$ cat config.mk
export PLATFORM = sky130hd
export DESIGN_NAME = sha_digest_serializer
export DESIGN_NICKNAME = d
export VERILOG_FILES = /design/src/rtl/sha_digest_serializer.sv
export SDC_FILE = /design/constraint.sdc
export NUM_CORES = 1
export LEC_CHECK = 0
export ABC_AREA = 1
export BUFFER_PORTS_ARGS = -buffer_cell sky130_fd_sc_hd__buf_4
export CAP_MARGIN = 10
export CORE_MARGIN = 3
export CORE_UTILIZATION = 60
export DETAILED_ROUTE_END_ITERATION = 8
export PLACE_DENSITY_LB_ADDON = 0.15
export REMOVE_ABC_BUFFERS = 1
export SLEW_MARGIN = 15
export SYNTH_ARGS = -nofsm -noshare
export SYNTH_HDL_FRONTEND = slang
export SYNTH_SLANG_ARGS = --single-unit
$ cat constraint.sdc
create_clock -name clk -period 4 [get_ports clk]
set_clock_uncertainty 0.15 [all_clocks]
set_input_delay 0.4 -clock clk [delete_from_list [all_inputs] [get_ports clk]]
set_output_delay 0.4 -clock clk [all_outputs]
set_load 0.1 [all_outputs]
$ cat src/rtl/sha_digest_serializer.sv
// Captures SHA-256 digests on hash_valid rising edges and streams each one as NUM_WORDS
// words, H0 first, through a two-slot buffer. Optional macro DIGEST_CHECK_EN adds a digest compare.
module sha_digest_serializer #(
    parameter int NUM_WORDS = 8,
    parameter int WORD_W    = 32
) (
    input  logic                        clk,
    input  logic                        rst,
    input  logic                        hash_valid,
    input  logic [NUM_WORDS*WORD_W-1:0] hash_data,
    output logic [WORD_W-1:0]           out_data,
    output logic                        out_valid,
    input  logic                        out_ready,
    output logic                        out_last,
    output logic                        busy,
    output logic                        overflow,
    input  logic                        overflow_clr,
`ifdef DIGEST_CHECK_EN
    input  logic [NUM_WORDS*WORD_W-1:0] expected_digest,
    output logic                        match_valid,
    output logic                        match,
`endif
    output logic [0:0]                  fsm_state
);

    localparam int DIGEST_W = NUM_WORDS * WORD_W;
    localparam int IDX_W    = (NUM_WORDS > 1) ? $clog2(NUM_WORDS) : 1;
    localparam logic [IDX_W-1:0] LAST_IDX = IDX_W'(NUM_WORDS - 1);

    localparam logic [0:0] S_IDLE = 1'b0;
    localparam logic [0:0] S_SEND = 1'b1;

    logic [0:0]          state;
    logic                hv_q;
    logic [DIGEST_W-1:0] active;
    logic [DIGEST_W-1:0] pending;
    logic                pend_full;
    logic [IDX_W-1:0]    idx;
    logic [WORD_W-1:0]   word_sel;

    logic capture;
    logic hs;
    logic last_hs;
    logic overflow_set;

    // Handshake: a word transfers on a rising clk edge where out_valid && out_ready;
    // while out_valid is high and out_ready low, out_data/out_last/idx do not change.
    assign capture      = hash_valid && !hv_q;
    assign hs           = out_valid && out_ready;
    assign last_hs      = hs && (idx == LAST_IDX);
    // A capture racing the final handshake always finds a slot, so it never overflows.
    assign overflow_set = capture && (state == S_SEND) && pend_full && !last_hs;

    always_comb begin
        word_sel = '0;
        for (int i = 0; i < NUM_WORDS; i++) begin
            if (idx == IDX_W'(i)) begin
                word_sel = active[(NUM_WORDS-1-i)*WORD_W +: WORD_W];
            end
        end
    end

    assign out_valid = (state == S_SEND);
    assign busy      = (state == S_SEND);
    assign out_last  = (state == S_SEND) && (idx == LAST_IDX);
    assign out_data  = (state == S_SEND) ? word_sel : '0;
    assign fsm_state = state;

    always_ff @(posedge clk or negedge rst) begin
        if (!rst) begin
            state     <= S_IDLE;
            hv_q      <= 1'b0;
            active    <= '0;
            pending   <= '0;
            pend_full <= 1'b0;
            idx       <= '0;
            overflow  <= 1'b0;
        end else begin
            hv_q <= hash_valid;

            if (overflow_set) begin
                overflow <= 1'b1;
            end else if (overflow_clr) begin
                overflow <= 1'b0;
            end

            case (state)
                S_IDLE: begin
                    if (capture) begin
                        active <= hash_data;
                        idx    <= '0;
                        state  <= S_SEND;
                    end
                end
                S_SEND: begin
                    if (last_hs) begin
                        idx <= '0;
                        if (pend_full) begin
                            active <= pending;
                            if (capture) begin
                                pending <= hash_data;
                            end else begin
                                pend_full <= 1'b0;
                            end
                        end else if (capture) begin
                            active <= hash_data;
                        end else begin
                            state <= S_IDLE;
                        end
                    end else begin
                        if (hs) begin
                            idx <= idx + 1'b1;
                        end
                        if (capture && !pend_full) begin
                            pending   <= hash_data;
                            pend_full <= 1'b1;
                        end
                    end
                end
                default: state <= S_IDLE;
            endcase
        end
    end

`ifdef DIGEST_CHECK_EN
    // Every capture is compared, including ones dropped for lack of a free slot.
    always_ff @(posedge clk or negedge rst) begin
        if (!rst) begin
            match_valid <= 1'b0;
            match       <= 1'b0;
        end else begin
            match_valid <= capture;
            if (capture) begin
                match <= (hash_data == expected_digest);
            end
        end
    end
`endif

endmodule

==> out/qor.txt, run 1 <==
Final WS setup: 97.2 ps
Routed Antenna Nets: 0
die width: 215 um
run status: finished, final reports clean
number of I/O pins: 298
antenna violations before repair: 2
Post-Synth Simple-Gate Area: 17.7%
Initial Util: 61.5%
sequential area share after synthesis: 49.7%
Critical Path RT: 3450 ps
DR vias/cell: 6.08
Yosys warnings: 0
Compound-Gate Fraction of Synth Area: 21.7%
Max-Slew Margin vs Limit: 27.5%
layout cell share with drive strength beyond 1: 12.1%
core region area: 42,500 um2
CTS tree: done
critical path arrival: 3350 ps
syn avg cell area: 7.90 um2
Critical Path Source Type: register
first-pass GRT wire length: 140 mm
LEAKAGE: 16.6 nW
Worst Setup End Kind: primary output
maximum fanout along the worst path: 44
CTS buffer count: 55
vias: 26,200
I/O Buffers: 297
area delta synth->final: 26.4%
xor/xnor cell area share of the yosys netlist: 0%
Post-Route Utilization: 77.7%
worst-margin pin slew: 1090 ps
clock-pin slew on the worst setup and hold paths: 60 ps
total power: 0.0263 W
Cell Area, Synth: 26,100 um2
Cells after DPL: 3,950
WL final: 88.3 mm
Global Route Usage Sum: 37.4%
main combinational cell family by area after synthesis: compound AO/OA/AOI/OAI gates
FF+latch area: 13,000 um2
post-synthesis mux area share: 0%
final RePlAce weighted congestion: 0.841
Post-synth EDFFs: 0
Tcrit/Tclk final: 97.6%
Fillers: 2,897
Root Buffer: clkbuf_16
Finished Layout Cells: 4,312
post-place setup slack: 521 ps
Period minus WS final: 3900 ps
multi-input logic area: 10,500 um2
PD cells: 796 nW/um2
drt wl/cell: 20.5 um
nets: 3,959
post-synthesis adder-cell area fraction: 0.287%
worst skew pair latency: 610 ps
pin count of the biggest net entering global routing: 190
Seq cells post-synth: 519
FP Rows: 75
Max Cap Violations: 0
Initial DRT Pass Iterations: 6
GRT overflow: 0
final-report setup violation count: 0
Fmax: 256 MHz
Yosys cell types: 19
hold crit path type: input port to asynchronous set/reset pin
Area contributors post-synth: dfrtp_1, nand2_1, o2bb2ai_1
Post-synth top cells: nand2_1, dfrtp_1, inv_1
post-DP HPWL: 48.0 mm
die height: 215 um
Max Buffers Root-to-Sink: 3
Yosys top cell by area: dfrtp_1
htree depth: 2
RSZ-0062 raised after global routing: true
Max Transition Viols Final: 0
Synth async-reset ratio: 100%
vias in the first global route: 25,800
top-count cell post-synth: nand2_1
Max VDD drop: 780 uV
flop-to-flop setup slack: 330 ps
Num Clock Sinks: 519
Gate Count Post-Synth: 3,306
Synth top area share: 49.7%
top_reg_cell synth: dfrtp_1
total die area: 46,100 um2
Fin. Hold Viols: 0
# DRC: 0
drt initial violations: 3,717
worst setup path category: register to primary output
-- cell families (layout without fill, tap and decap cells) --
logic type	after synthesis	in the layout
other cells	0	1
fa+ha+maj	6	6
buf+inv	709	1137
compound gates	939	939
simple gates	1133	1133
flops	519	519
-- power by group --
group	internal (W)	total (W)	switching, W
clock	0.00294	0.00509	0.00216
sequential	0.00782	0.00938	0.00156
combinational	0.00327	0.0118	0.00853
total	0.0140	0.0263	0.0122
-- final timing paths --
check	start	endpoint	cells past startpoint
worst min register to register	pending[42]	pending[42]	2
worst max register to register	idx[2]	pending[26]	10
min in group clk	hash_valid	hv_q	2
worst max-delay path	idx[2]	out_data[0]	7
worst min-delay path	rst	pending[171]	2
max in group asynchronous	rst	active[17]	3
-- critical path: stages, from the launching register on --
cell and delay [ps]:
dfrtp_2 560, buf_4 300, ha_1 250, inv_2 360, buf_6 400, o21ai_0 150
a21oi_1 290, buf_4 350
-- cell type report --
cell class                 count  area share [%]
sequential                   519            39.3
timing repair buffer         604            16.4
inverter                     434            4.97
clock inverter                13           0.314
antenna                        1         0.00758
clock buffer                  86            5.10
multi-input combinational   2078            31.7
tap                          577            2.19
-- metrics by stage --
step	area [um2]	setup TNS, ps	hold slack [ps]
2_1_floorplan	25000	-7326820	-45.6
3_3_place_gp	28600	0	206
3_5_place_dp	28600	0	209
4_1_cts	33000	0	176
5_1_grt	33000	-1.57	215
6_report	33000	0	163
-- layer usage --
metal / GRT usage (%) / vias to the layer above / routed length (um)
met5: 0 / - / 13
met4: 18.0 / 2 / 4680
met3: 5.32 / 291 / 7700
li1: - / 11600 / -
met2: 61.7 / 1536 / 42800
met1: 49.1 / 12800 / 33100
-- placed cells by master (no fill, tap or decap), types with 2 or more instances in the layout --
master	count
ha_1	4
a21oi_4	2
a21oi_1	356
ha_2	2
clkinv_2	8
buf_12	17
inv_6	3
o21ai_0	323
nor2_4	3
nand3_1	290
clkinvlp_4	2
dlygate4sd3_1	260
inv_2	4
clkbuf_1	12
nor2_1	134
buf_4	324
o2bb2ai_1	256
clkbuf_8	19
nand2_2	2
dfrtp_1	518
clkbuf_16	55
nand2_1	700
inv_1	428
-- state kept, by name, indices dropped and copies added, names as in the netlist --
name,flops
idx,3
pend_full,1
pending,256
active,256
hv_q,1
overflow,1
busy,1
-- repair_timing --
action,4_1_cts,5_1_grt
endpoints found under the hold margin,418,0
pin swaps,0,1
endpoints found under the setup margin,1,5
resized for setup,1,1
setup buffers,0,1
hold buffers,260,0
Note: power is estimated with default switching activity, not from simulation.
==> run 2: changes to the inputs <==
--- a/config.mk
+++ b/config.mk
@@ -9,7 +9,7 @@
 export BUFFER_PORTS_ARGS = -buffer_cell sky130_fd_sc_hd__buf_4
 export CAP_MARGIN = 10
 export CORE_MARGIN = 3
-export CORE_UTILIZATION = 60
+export CORE_UTILIZATION = 25
 export DETAILED_ROUTE_END_ITERATION = 8
 export PLACE_DENSITY_LB_ADDON = 0.15
 export REMOVE_ABC_BUFFERS = 1
==> run 2 against run 1 <==
  * Critical path depth increased by 3
  * Sequential cell count is the same
  * Final cell count up 19%
  * Core utilization is 44 points lower
  * Routed wire length grew 15%
  * Die area rose by 140%
  * Non-clock buffer count up 11
  * Cell area up 4.9%
  * Clock-buffer cell count grew 16
  * Maximum frequency increased by 6.7%
  * Largest cell class unchanged
  * Largest power group unchanged
  * Highest routed layer unchanged
==> out/qor.txt, run 2 (synthesis results as in run 1) <==
maximum fanout along the worst path: 34
WL final: 102 mm
Max Transition Viols Final: 0
Logic pwr share: 43.4%
total die area: 108,000 um2
drt initial violations: 1,817
pin count of the biggest net entering global routing: 184
Max Cap Violations: 0
PD cells: 785 nW/um2
Fmax: 273 MHz
Design Area, Final: 34,600 um2
DR vias/cell: 4.71
Critical-path top delay cell: buf_4
Buf+Inv Stages, Crit Path: 4
Top Registers: active (256), pending (256), idx (3)
most common cell after layout, fill and taps aside: nand2_1
number of I/O pins: 298
Pint: 0.0147 W
Period minus WS final: 3660 ps
hold crit path type: input port to asynchronous set/reset pin
Fin. Hold Viols: 0
Post-Route Utilization: 33.7%
Tcrit/Tclk final: 91.5%
Max Buffers Root-to-Sink: 3
Max VDD drop: 984 uV
Worst Setup End Kind: primary output
reg2reg start: idx[2]
Worst path top cell family by delay: buffers and inverters
I/O Buffers: 297
Switch Pwr: 0.0125 W
crit path from: idx[0]
crit path to: out_data[30]
total power: 0.0272 W
area delta synth->final: 32.5%
antenna violations before repair: 18
Crit path largest cell delay: 470 ps
TNS Setup: 0 ps
Routed Antenna Nets: 0
Finished Layout Cells: 5,144
Cells after DPL: 4,754
CTS tree: done
critical path cell sequence: inv_1 > ha_2 > buf_4 > nand2_2 > buf_4 > nand3_1 > nand2_1 > nand2_1 > a21oi_1 > buf_4
final RePlAce weighted congestion: 0.760
core region area: 103,000 um2
die height: 329 um
Clk pwr share: 22.1%
worst setup path category: register to primary output
flop-to-flop setup slack: 960 ps
die width: 329 um
htree depth: 3
Max-Slew Margin vs Limit: 10.4%
# DRC: 0
first-pass GRT wire length: 156 mm
post-DP HPWL: 59.6 mm
LEAKAGE: 16.9 nW
r2r endpoint: pending[87]
worst-margin pin slew: 1340 ps
Critical Path Source Type: register
Num Clock Sinks: 519
CP Depth: 10
part of the power in registers: 34.5%
Reg2Reg Depth: 10
most frequent CP cell: buf_4
worst skew pair latency: 610 ps
final-report setup violation count: 0
layout cell share with drive strength beyond 1: 12.8%
vias in the first global route: 24,800
nets: 3,983
Root Buffer: clkbuf_16
RSZ-0062 raised after global routing: false
Initial DRT Pass Iterations: 5
run status: finished, final reports clean
Global Route Usage Sum: 18.6%
GRT overflow: 0
drt wl/cell: 19.7 um
Initial Util: 25.4%
Fillers: 10,900
Placed Instance Area: 29,800 um2
vias: 24,200
commonest non-fill, non-tap cells in the layout: nand2_1, dfrtp_1, inv_1
CTS buffer count: 68
switching share of total power: 45.8%
Critical Path RT: 3450 ps
critical path arrival: 3110 ps
FP Rows: 117
clock-pin slew on the worst setup and hold paths: 60 ps
run 2: power by group through the flow:
stage,Combinational (W),Clock (W),Sequential (W)
floorplan,0.00826,0,0.00904
global placement,0.0117,0,0.00948
detailed placement,0.0118,0,0.00947
CTS,0.0121,0.00622,0.00940
global route,0.0132,0.00641,0.00970
finish,0.0118,0.00601,0.00937
run 2: how the worst min path moves through the flow:
stage | start | end | slack [ps] | cells after the start
after floorplan | rst | active[0] | -50 | 0
after global placement | pending[84] | pending[84] | 300 | 2
after detailed placement | pending[3] | pending[3] | 310 | 2
after CTS | hash_valid | hv_q | 240 | 2
after global routing | rst | pending[204] | 280 | 2
final | rst | pending[201] | 240 | 2
run 2: final cells by class:
type,instances,area [um2],share of cell area (%)
inverter,434,1640,4.73
clock inverter,16,115,0.332
antenna,12,30.0,0.0867
multi-input combinational,2078,10500,30.2
clock buffer,102,2030,5.87
timing repair buffer,615,5650,16.3
tap,1368,1710,4.94
sequential,519,13000,37.5
run 2: repair_timing:
action / 4_1_cts / 5_1_grt
resized for setup: 0 / 0
buffers inserted: 0 / 0
hold endpoints to repair: 562 / 0
hold buffers: 260 / 0
run 2: routing by layer:
layer | up-vias | global-route usage [%] | part of all wire (%)
met5 | - | 0 | 0.044
met2 | 572 | 31.1 | 47
li1 | 11700 | - | -
met1 | 11800 | 24.9 | 45
met4 | 10 | 4.27 | 2.0
met3 | 125 | 3.45 | 5.5
run 2: stage by stage:
stage                     hold slack [ps]  setup WS [ps]
after CTS                             244            202
after global placement                305            908
after detailed placement              308            880
final                                 242            342
after global routing                  281            136
after floorplan                     -45.6         -15350
